`src/rtl/bus_serial_tx.sv`:
```
`default_nettype none
// ============================================================================
// Module  : bus_serial_tx
// Brief   : Bus-strobed byte to asynchronous serial frame (LSB first, idle
//           high). Holding reg + PISO shift reg + bit divider + bit counter.
//           Define TX_PARITY_EN to insert an even-parity bit before stop.
// Rev     : 1.0  initial release
// ============================================================================
module bus_serial_tx #(
  parameter int DIV = 4
) (
  input  logic       CLK,
  input  logic       CLR,
  input  logic [7:0] D,
  input  logic       LOADB,
  output logic       FULL,
  output logic       BUSY,
  output logic       TXD
);

  localparam logic [7:0] c_DIV_M1 = 8'(DIV - 1);

`ifdef TX_PARITY_EN
  typedef enum logic [2:0] {
    S_IDLE   = 3'd0,
    S_START  = 3'd1,
    S_DATA   = 3'd2,
    S_PARITY = 3'd3,
    S_STOP   = 3'd4
  } state_t;
`else
  typedef enum logic [2:0] {
    S_IDLE  = 3'd0,
    S_START = 3'd1,
    S_DATA  = 3'd2,
    S_STOP  = 3'd4
  } state_t;
`endif

  state_t     r_state, w_state_nxt;
  logic [7:0] r_div, w_div_nxt;
  logic [2:0] r_bitcnt, w_bitcnt_nxt;
  logic [7:0] r_hold, w_hold_nxt;
  logic [7:0] r_shift, w_shift_nxt;
  logic       r_full, w_full_nxt;
  logic       r_busy, w_busy_nxt;
  logic       r_txd, w_txd_nxt;
  logic       w_load;
`ifdef TX_PARITY_EN
  logic       r_par, w_par_nxt;
`endif

  always_ff @(posedge CLK or posedge CLR) begin
    if (CLR) begin
      r_state  <= S_IDLE;
      r_div    <= 8'd0;
      r_bitcnt <= 3'd0;
      r_hold   <= 8'd0;
      r_shift  <= 8'd0;
      r_full   <= 1'b0;
      r_busy   <= 1'b0;
      r_txd    <= 1'b1;
`ifdef TX_PARITY_EN
      r_par    <= 1'b0;
`endif
    end else begin
      r_state  <= w_state_nxt;
      r_div    <= w_div_nxt;
      r_bitcnt <= w_bitcnt_nxt;
      r_hold   <= w_hold_nxt;
      r_shift  <= w_shift_nxt;
      r_full   <= w_full_nxt;
      r_busy   <= w_busy_nxt;
      r_txd    <= w_txd_nxt;
`ifdef TX_PARITY_EN
      r_par    <= w_par_nxt;
`endif
    end
  end

  always_comb begin
    w_state_nxt  = r_state;
    w_div_nxt    = r_div;
    w_bitcnt_nxt = r_bitcnt;
    w_hold_nxt   = r_hold;
    w_shift_nxt  = r_shift;
    w_full_nxt   = r_full;
    w_txd_nxt    = r_txd;
    w_load       = 1'b0;
`ifdef TX_PARITY_EN
    w_par_nxt    = r_par;
`endif

    // A write is only accepted into an empty holding register, so it can
    // never coincide with a holding-to-shift transfer.
    if (!LOADB && !r_full) begin
      w_hold_nxt = D;
      w_full_nxt = 1'b1;
    end

    case (r_state)
      S_IDLE: begin
        if (r_full) w_load = 1'b1;
      end
      S_START: begin
        if (r_div == 8'd0) begin
          w_state_nxt  = S_DATA;
          w_div_nxt    = c_DIV_M1;
          w_txd_nxt    = r_shift[0];
          w_bitcnt_nxt = 3'd0;
        end else begin
          w_div_nxt = r_div - 8'd1;
        end
      end
      S_DATA: begin
        if (r_div == 8'd0) begin
          w_div_nxt = c_DIV_M1;
          if (r_bitcnt == 3'd7) begin
            w_bitcnt_nxt = 3'd0;
`ifdef TX_PARITY_EN
            w_state_nxt  = S_PARITY;
            w_txd_nxt    = r_par;
`else
            w_state_nxt  = S_STOP;
            w_txd_nxt    = 1'b1;
`endif
          end else begin
            w_shift_nxt  = {1'b0, r_shift[7:1]};
            w_txd_nxt    = r_shift[1];
            w_bitcnt_nxt = r_bitcnt + 3'd1;
          end
        end else begin
          w_div_nxt = r_div - 8'd1;
        end
      end
`ifdef TX_PARITY_EN
      S_PARITY: begin
        if (r_div == 8'd0) begin
          w_state_nxt = S_STOP;
          w_div_nxt   = c_DIV_M1;
          w_txd_nxt   = 1'b1;
        end else begin
          w_div_nxt = r_div - 8'd1;
        end
      end
`endif
      S_STOP: begin
        if (r_div == 8'd0) begin
          if (r_full) begin
            w_load = 1'b1;
          end else begin
            w_state_nxt = S_IDLE;
            w_txd_nxt   = 1'b1;
          end
        end else begin
          w_div_nxt = r_div - 8'd1;
        end
      end
      default: begin
        w_state_nxt = S_IDLE;
        w_div_nxt   = 8'd0;
        w_txd_nxt   = 1'b1;
      end
    endcase

    // Shared by IDLE and end-of-STOP so back-to-back frames have no gap.
    if (w_load) begin
      w_state_nxt = S_START;
      w_txd_nxt   = 1'b0;
      w_div_nxt   = c_DIV_M1;
      w_shift_nxt = r_hold;
      w_full_nxt  = 1'b0;
`ifdef TX_PARITY_EN
      w_par_nxt   = ^r_hold;
`endif
    end
  end

  assign w_busy_nxt = (w_state_nxt != S_IDLE);

  assign FULL = r_full;
  assign BUSY = r_busy;
  assign TXD  = r_txd;

endmodule
`default_nettype wire

```
`config.mk`:
```
export PLATFORM = sky130hd
export DESIGN_NAME = bus_serial_tx
export DESIGN_NICKNAME = d
export VERILOG_FILES = /design/src/rtl/bus_serial_tx.sv
export SDC_FILE = /design/constraint.sdc
export NUM_CORES = 1
export LEC_CHECK = 0
export ABC_AREA = 1
export BUFFER_PORTS_ARGS = -buffer_cell sky130_fd_sc_hd__clkbuf_2
export CAP_MARGIN = 20
export CORE_UTILIZATION = 30
export DETAILED_ROUTE_END_ITERATION = 10
export PLACE_DENSITY_LB_ADDON = 0.15
export SYNTH_ARGS = -nofsm -noshare
export SYNTH_HDL_FRONTEND = slang
export SYNTH_SLANG_ARGS = --single-unit
export TNS_END_PERCENT = 100
```
`constraint.sdc`:
```
create_clock -name CLK -period 1.9 [get_ports CLK]
set_input_delay 0.57 -clock CLK [delete_from_list [all_inputs] [get_ports CLK]]
set_output_delay 0.57 -clock CLK [all_outputs]
set_load 0.01 [all_outputs]
```
; Yosys cells after proc, flatten, opt, wreduce, memory -nomap -nowiden
; Index checks and enable logic that the tools add are counted.
[word_totals]
output_inout_bits = 3
mem_bits_ro = 0
latch_bits = 0
mem_count = 0
ff_bits = 33
ramBits = 0
inputBits = 11
[op_classes]
n_eq_ne = 13
div_mod_pow = 0
multipliers = 0
reduce_logical = 15
bitwise = 0
n_mux = 31
n_addsub = 2
shift = 0
order_cmp = 0
[ops]
columns = operator, count
row1 = 2-to-1 mux 8 bit, 7
row2 = 2-to-1 mux 3 bit, 9
row3 = one-hot mux 8 bit (3 select lines), 1
row4 = inequality test 3 bit (second input constant), 5
row5 = one-hot mux 3 bit (4 select lines), 1
row6 = 2-to-1 mux 1 bit, 10
row7 = logical NOT 8 bit, 1
row8 = inequality test 2 bit (second input constant), 4
row9 = nonzero test 2 bit, 4
row10 = subtractor 8 x 1 -> 8 bit (second input constant), 1
row11 = equality test 3 bit (second input constant), 2
row12 = one-hot mux 3 bit (2 select lines), 1
row13 = AND reduction 3 bit, 2
row14 = AND reduction 5 bit, 1
row15 = one-hot mux 1 bit (4 select lines), 1
row16 = adder 3 x 1 -> 3 bit (second input constant), 1
row17 = equality test 3 x 1 -> 1 bit (second input constant), 1
row18 = equality test 3 x 2 -> 1 bit (second input constant), 1
row19 = logical NOT 3 bit, 1
row20 = nonzero test 3 bit, 1
row21 = logical NOT 1 bit, 2
row22 = one-hot mux 1 bit (2 select lines), 1
row23 = AND reduction 2 bit, 1
row24 = OR reduction 2 bit, 1
row25 = logical AND 1 bit, 1

; Depth between registers and ports, before layout
[logic_depth]
depth_word = 6
mapped_depth = 11
depth_no_buf = 11

; Least setup slack after synthesis
; Ideal clock, no wire load.
[synth_timing]
kind = register to register
startpoint = reg r_div[0]
endpoint = reg r_shift[0]
stages_incl_launch_ff = 9
arrival_ns = 1.419
slack_ns = 0.351
required_time_ns = 1.769
setup_time_ns = 0.131
n_path_buf = 1
path_cell_list = dfrtp_1 inv_1 ha_1 nand2_2 nor2_2 buf_4 nand2_1 nand3_1 o211ai_1
[synth_via]
elab_chain_len = 5
[synth_lines]
columns = item, line_no
row1 = start: declaration, 41  ; logic [7:0] r_div, w_div_nxt;
row2 = start signal: assignment, 68  ; r_div <= w_div_nxt;
row3 = logical NOT 8 bit (*), "116, 148"
row4 = 2-to-1 mux 1 bit, 148  ; if (r_div == 8'd0) begin
row5 = one-hot mux 1 bit (2 select lines), 101  ; case (r_state)
row6 = inequality test 2 bit (no source line) or nonzero test 2 bit (tied branches), -
row7 = AND reduction 3 bit (no source line), -
row8 = end signal: assignment, 71  ; r_shift <= w_shift_nxt;
row9 = end: declaration, 44  ; logic [7:0] r_shift, w_shift_nxt;
; Every way passes the cells marked *; elsewhere a longest branch is shown, timed or not.
; A chain may end at the register's enable or synchronous reset.

; Final worst setup path
[layout_timing]
startpoint = reg r_div[2]
endpoint = reg r_shift[1]
; The elaborated chain is that of the path after synthesis.

==> results.yml <==
sta:
  setup_viol_count_final: 0
  fin_tns_setup_ns: 0
  maxSlewHeadroom_pct: 71.3
  rsz0062_at_grt: "no"
  worstMarginPinSlew_ns: 0.431
  drv_slew: 0
  period_share_pct: 85.9
  hold_viol: 0
  fmax_mhz: 612
  skew_ns: 0.00623
  period_minus_slack_ns: 1.63
layout:
  final_core_util_pct: 35.6
  drive_gt1_share_pct: 15.7
  final_common_cell: "nand2_1"
  antenna_cells: 0
  final_cell_mix: "51 x nand2_1, 32 x dfrtp_1, 31 x inv_1, 30 x nand3_1"
  fillers: 619
  area_delta_synth_final_pct: 14.7
  num-nets-final: 248
synth:
  synth_top_family_by_area: "simple AND/OR/NAND/NOR gates"
  ys_ff_latch: 33
  synth-xor-area-share_pct: 0.516
  synth_compound_area_share_pct: 11.4
  syn_inst: 213
  ys_seq_area_share_pct: 48.7
  ys_types: 24
  synthMuxAreaShare_pct: 0
  synthSimpleGateAreaFrac_pct: 28.2
  synth_nets: 227
  syn-cell-area_mm2: 0.00170
  synthAdderAreaFrac_pct: 2.21
  yosysWarnings: 0
  postSynthAreaPerCell_um2: 7.97
cts:
  root_buffer: "clkbuf_8"
  cts_buffers: 5
  clockBufferDepth: 2
  post-cts-setup-buffers: 0
  clk_latency_ns: 0.28
  path_clk_slew_ns: 0.07
  cts_hold_buf: 0
  cts_tree: "done"
  clock_sinks: 33
  cts_max_level: 2
  ctsResizeCount: 0
route:
  vias: 1406
  viasPerCell: 4.58
  drt.antenna.violating_nets: 0
  drt_first_pass_iters: 4
  drcViolationCount: 0
  first_iter_violations: 63
  postRouteWirelength_mm: 3.45
  routedWlPerCell_um: 11.2
critical_path:
  worstPathRequired_ns: 2.05
  end_kind: "flop"
  crit_fanout: 15
  critPathLaunch: "r_div[2]"
  reg2reg_to: "r_shift[1]"
  cp-start-kind: "flop"
  reg2reg_slack_ns: 0.27
  crit_type: "reg -> reg"
  rr_startpoint: "r_div[2]"
  slowest_stage: "dfrtp_1"
  path_cells: "nor2_2 > nand2_2 > o21ai_4 > nand2_2 > buf_4 > nand3_1 > o211ai_1"
  slowest_delay_ns: 0.44
  reg2reg_depth: 7
  endpoint: "r_shift[1]"
  cp_common_cell: "nand2_2"
  arrival_ns: 1.78
die:
  die_area_mm2: 0.00596
  io_pins: 14
  dieHeight_um: 77.2
  coreArea_mm2: 0.00547
  fp-row-count: 27
  start_util_pct: 31.0
  die_x_um: 77.2
min_path:
  min_path_type: "in -> async"
global_route:
  grt_pass1_wl_mm: 6.15
  antenna_found_initial: 0
  grt_remaining_overflow: 0
  grt_use_total_pct: 13.2
  grt_max_degree: 34
  grt_pass1_vias: 1363
placement:
  numPortBuffers: 13
  place_congestion: 0.731
  dp_hpwl_mm: 2.59
outcome:
  outcome: "completed"
power_and_ir_drop:
  irDropWorstVdd_mv: 0.345
  leakage_nw: 1.03
  p_per_area_mw_per_mm2: 695
run:
  max_cap_viol_count: 0
[registers in the layout (all words and copies together), names as in the netlist]
| signal | cells |
|---|---|
| r_div | 8 |
| r_hold | 8 |
| r_shift | 8 |
| r_bitcnt | 3 |
| r_state | 3 |
| BUSY | 1 |
| FULL | 1 |
| TXD | 1 |
[worst max-delay path, delay by kind of cell, from the launching register on]
family,cells,cell delay (ns)
buffers and inverters,1,0.23
flip-flops,1,0.44
AND/OR/NAND/NOR,4,0.57
AO/OA/AOI/OAI,2,0.27
[cell usage after synthesis]
library cell / number / area, µm²
buf_2: 2 / 10.0
o21ai_4: 1 / 16.3
o211ai_1: 7 / 52.6
dfstp_2: 1 / 26.3
inv_2: 1 / 3.75
o21ai_1: 1 / 5.00
nand3_2: 1 / 10.0
xnor2_1: 1 / 8.76
nand3_1: 30 / 150
nand2_1: 51 / 191
buf_6: 1 / 11.3
nand2_2: 4 / 25.0
clkbuf_1: 1 / 3.75
nand4_1: 3 / 18.8
a22o_1: 2 / 17.5
o41ai_1: 1 / 8.76
a22oi_1: 1 / 7.51
o21ai_0: 17 / 85.1
buf_4: 1 / 7.51
inv_1: 31 / 116
nor2_2: 3 / 18.8
nor2_1: 17 / 63.8
ha_1: 3 / 37.5
dfrtp_1: 32 / 801
[layer usage]
layer	share of wire, %	vias to the layer above	wire length (µm)	GRT usage, %
met5	0	-	0	0
met4	0.64	0	22	5.28
met3	2.6	2	88	3.57
met2	47	18	1600	20.8
met1	50	656	1730	17.0
li1	-	730	-	-
[kinds of logic (layout without fill, tap and decap cells)]
family	count (synthesis)	count (layout)
adder cells (fa/ha/maj)	3	3
AO/OA/AOI/OAI	30	30
XOR/XNOR	1	1
flip-flops	33	33
AND/OR/NAND/NOR	109	109
buffers and inverters	37	59
[how the worst min path moves through the flow]
stage	slack, ns	depth (start not counted)	to
finish	0.36	3	r_hold[6]
global route	0.39	3	r_hold[6]
CTS	0.37	3	r_hold[6]
detailed placement	0.49	2	TXD
global placement	0.47	2	TXD
floorplan	0.46	1	r_bitcnt[0]
[power by group]
group / internal (W) / switching, W
Clock: 0.000254 / 0.000240
Combinational: 0.0000369 / 0.0000505
Sequential: 0.000753 / 0.0000197
Total: 0.00104 / 0.000310
[per-stage QoR]
stage	hold slack (ns)	area, µm²	power (W)	std cells	worst slack, ns
after detailed placement	0.485	1860	0.000876	299	0.258
after floorplan	0.464	1700	0.000841	213	0.351
final	0.358	1950	0.00135	307	0.267
after CTS	0.366	1950	0.00138	307	0.236
after global placement	0.473	1860	0.000874	299	0.264
after global routing	0.390	1950	0.00144	307	0.108
[final cells by class]
cell class	count	area (µm²)	area share, %
multi-input combinational	143	717	36.8
tap	72	90.1	4.63
clock buffer	6	72.6	3.73
clock inverter	2	10.0	0.514
sequential	33	827	42.5
inverter	32	120	6.17
timing repair buffer	19	110	5.66
(Power assumes the default switching activity.)
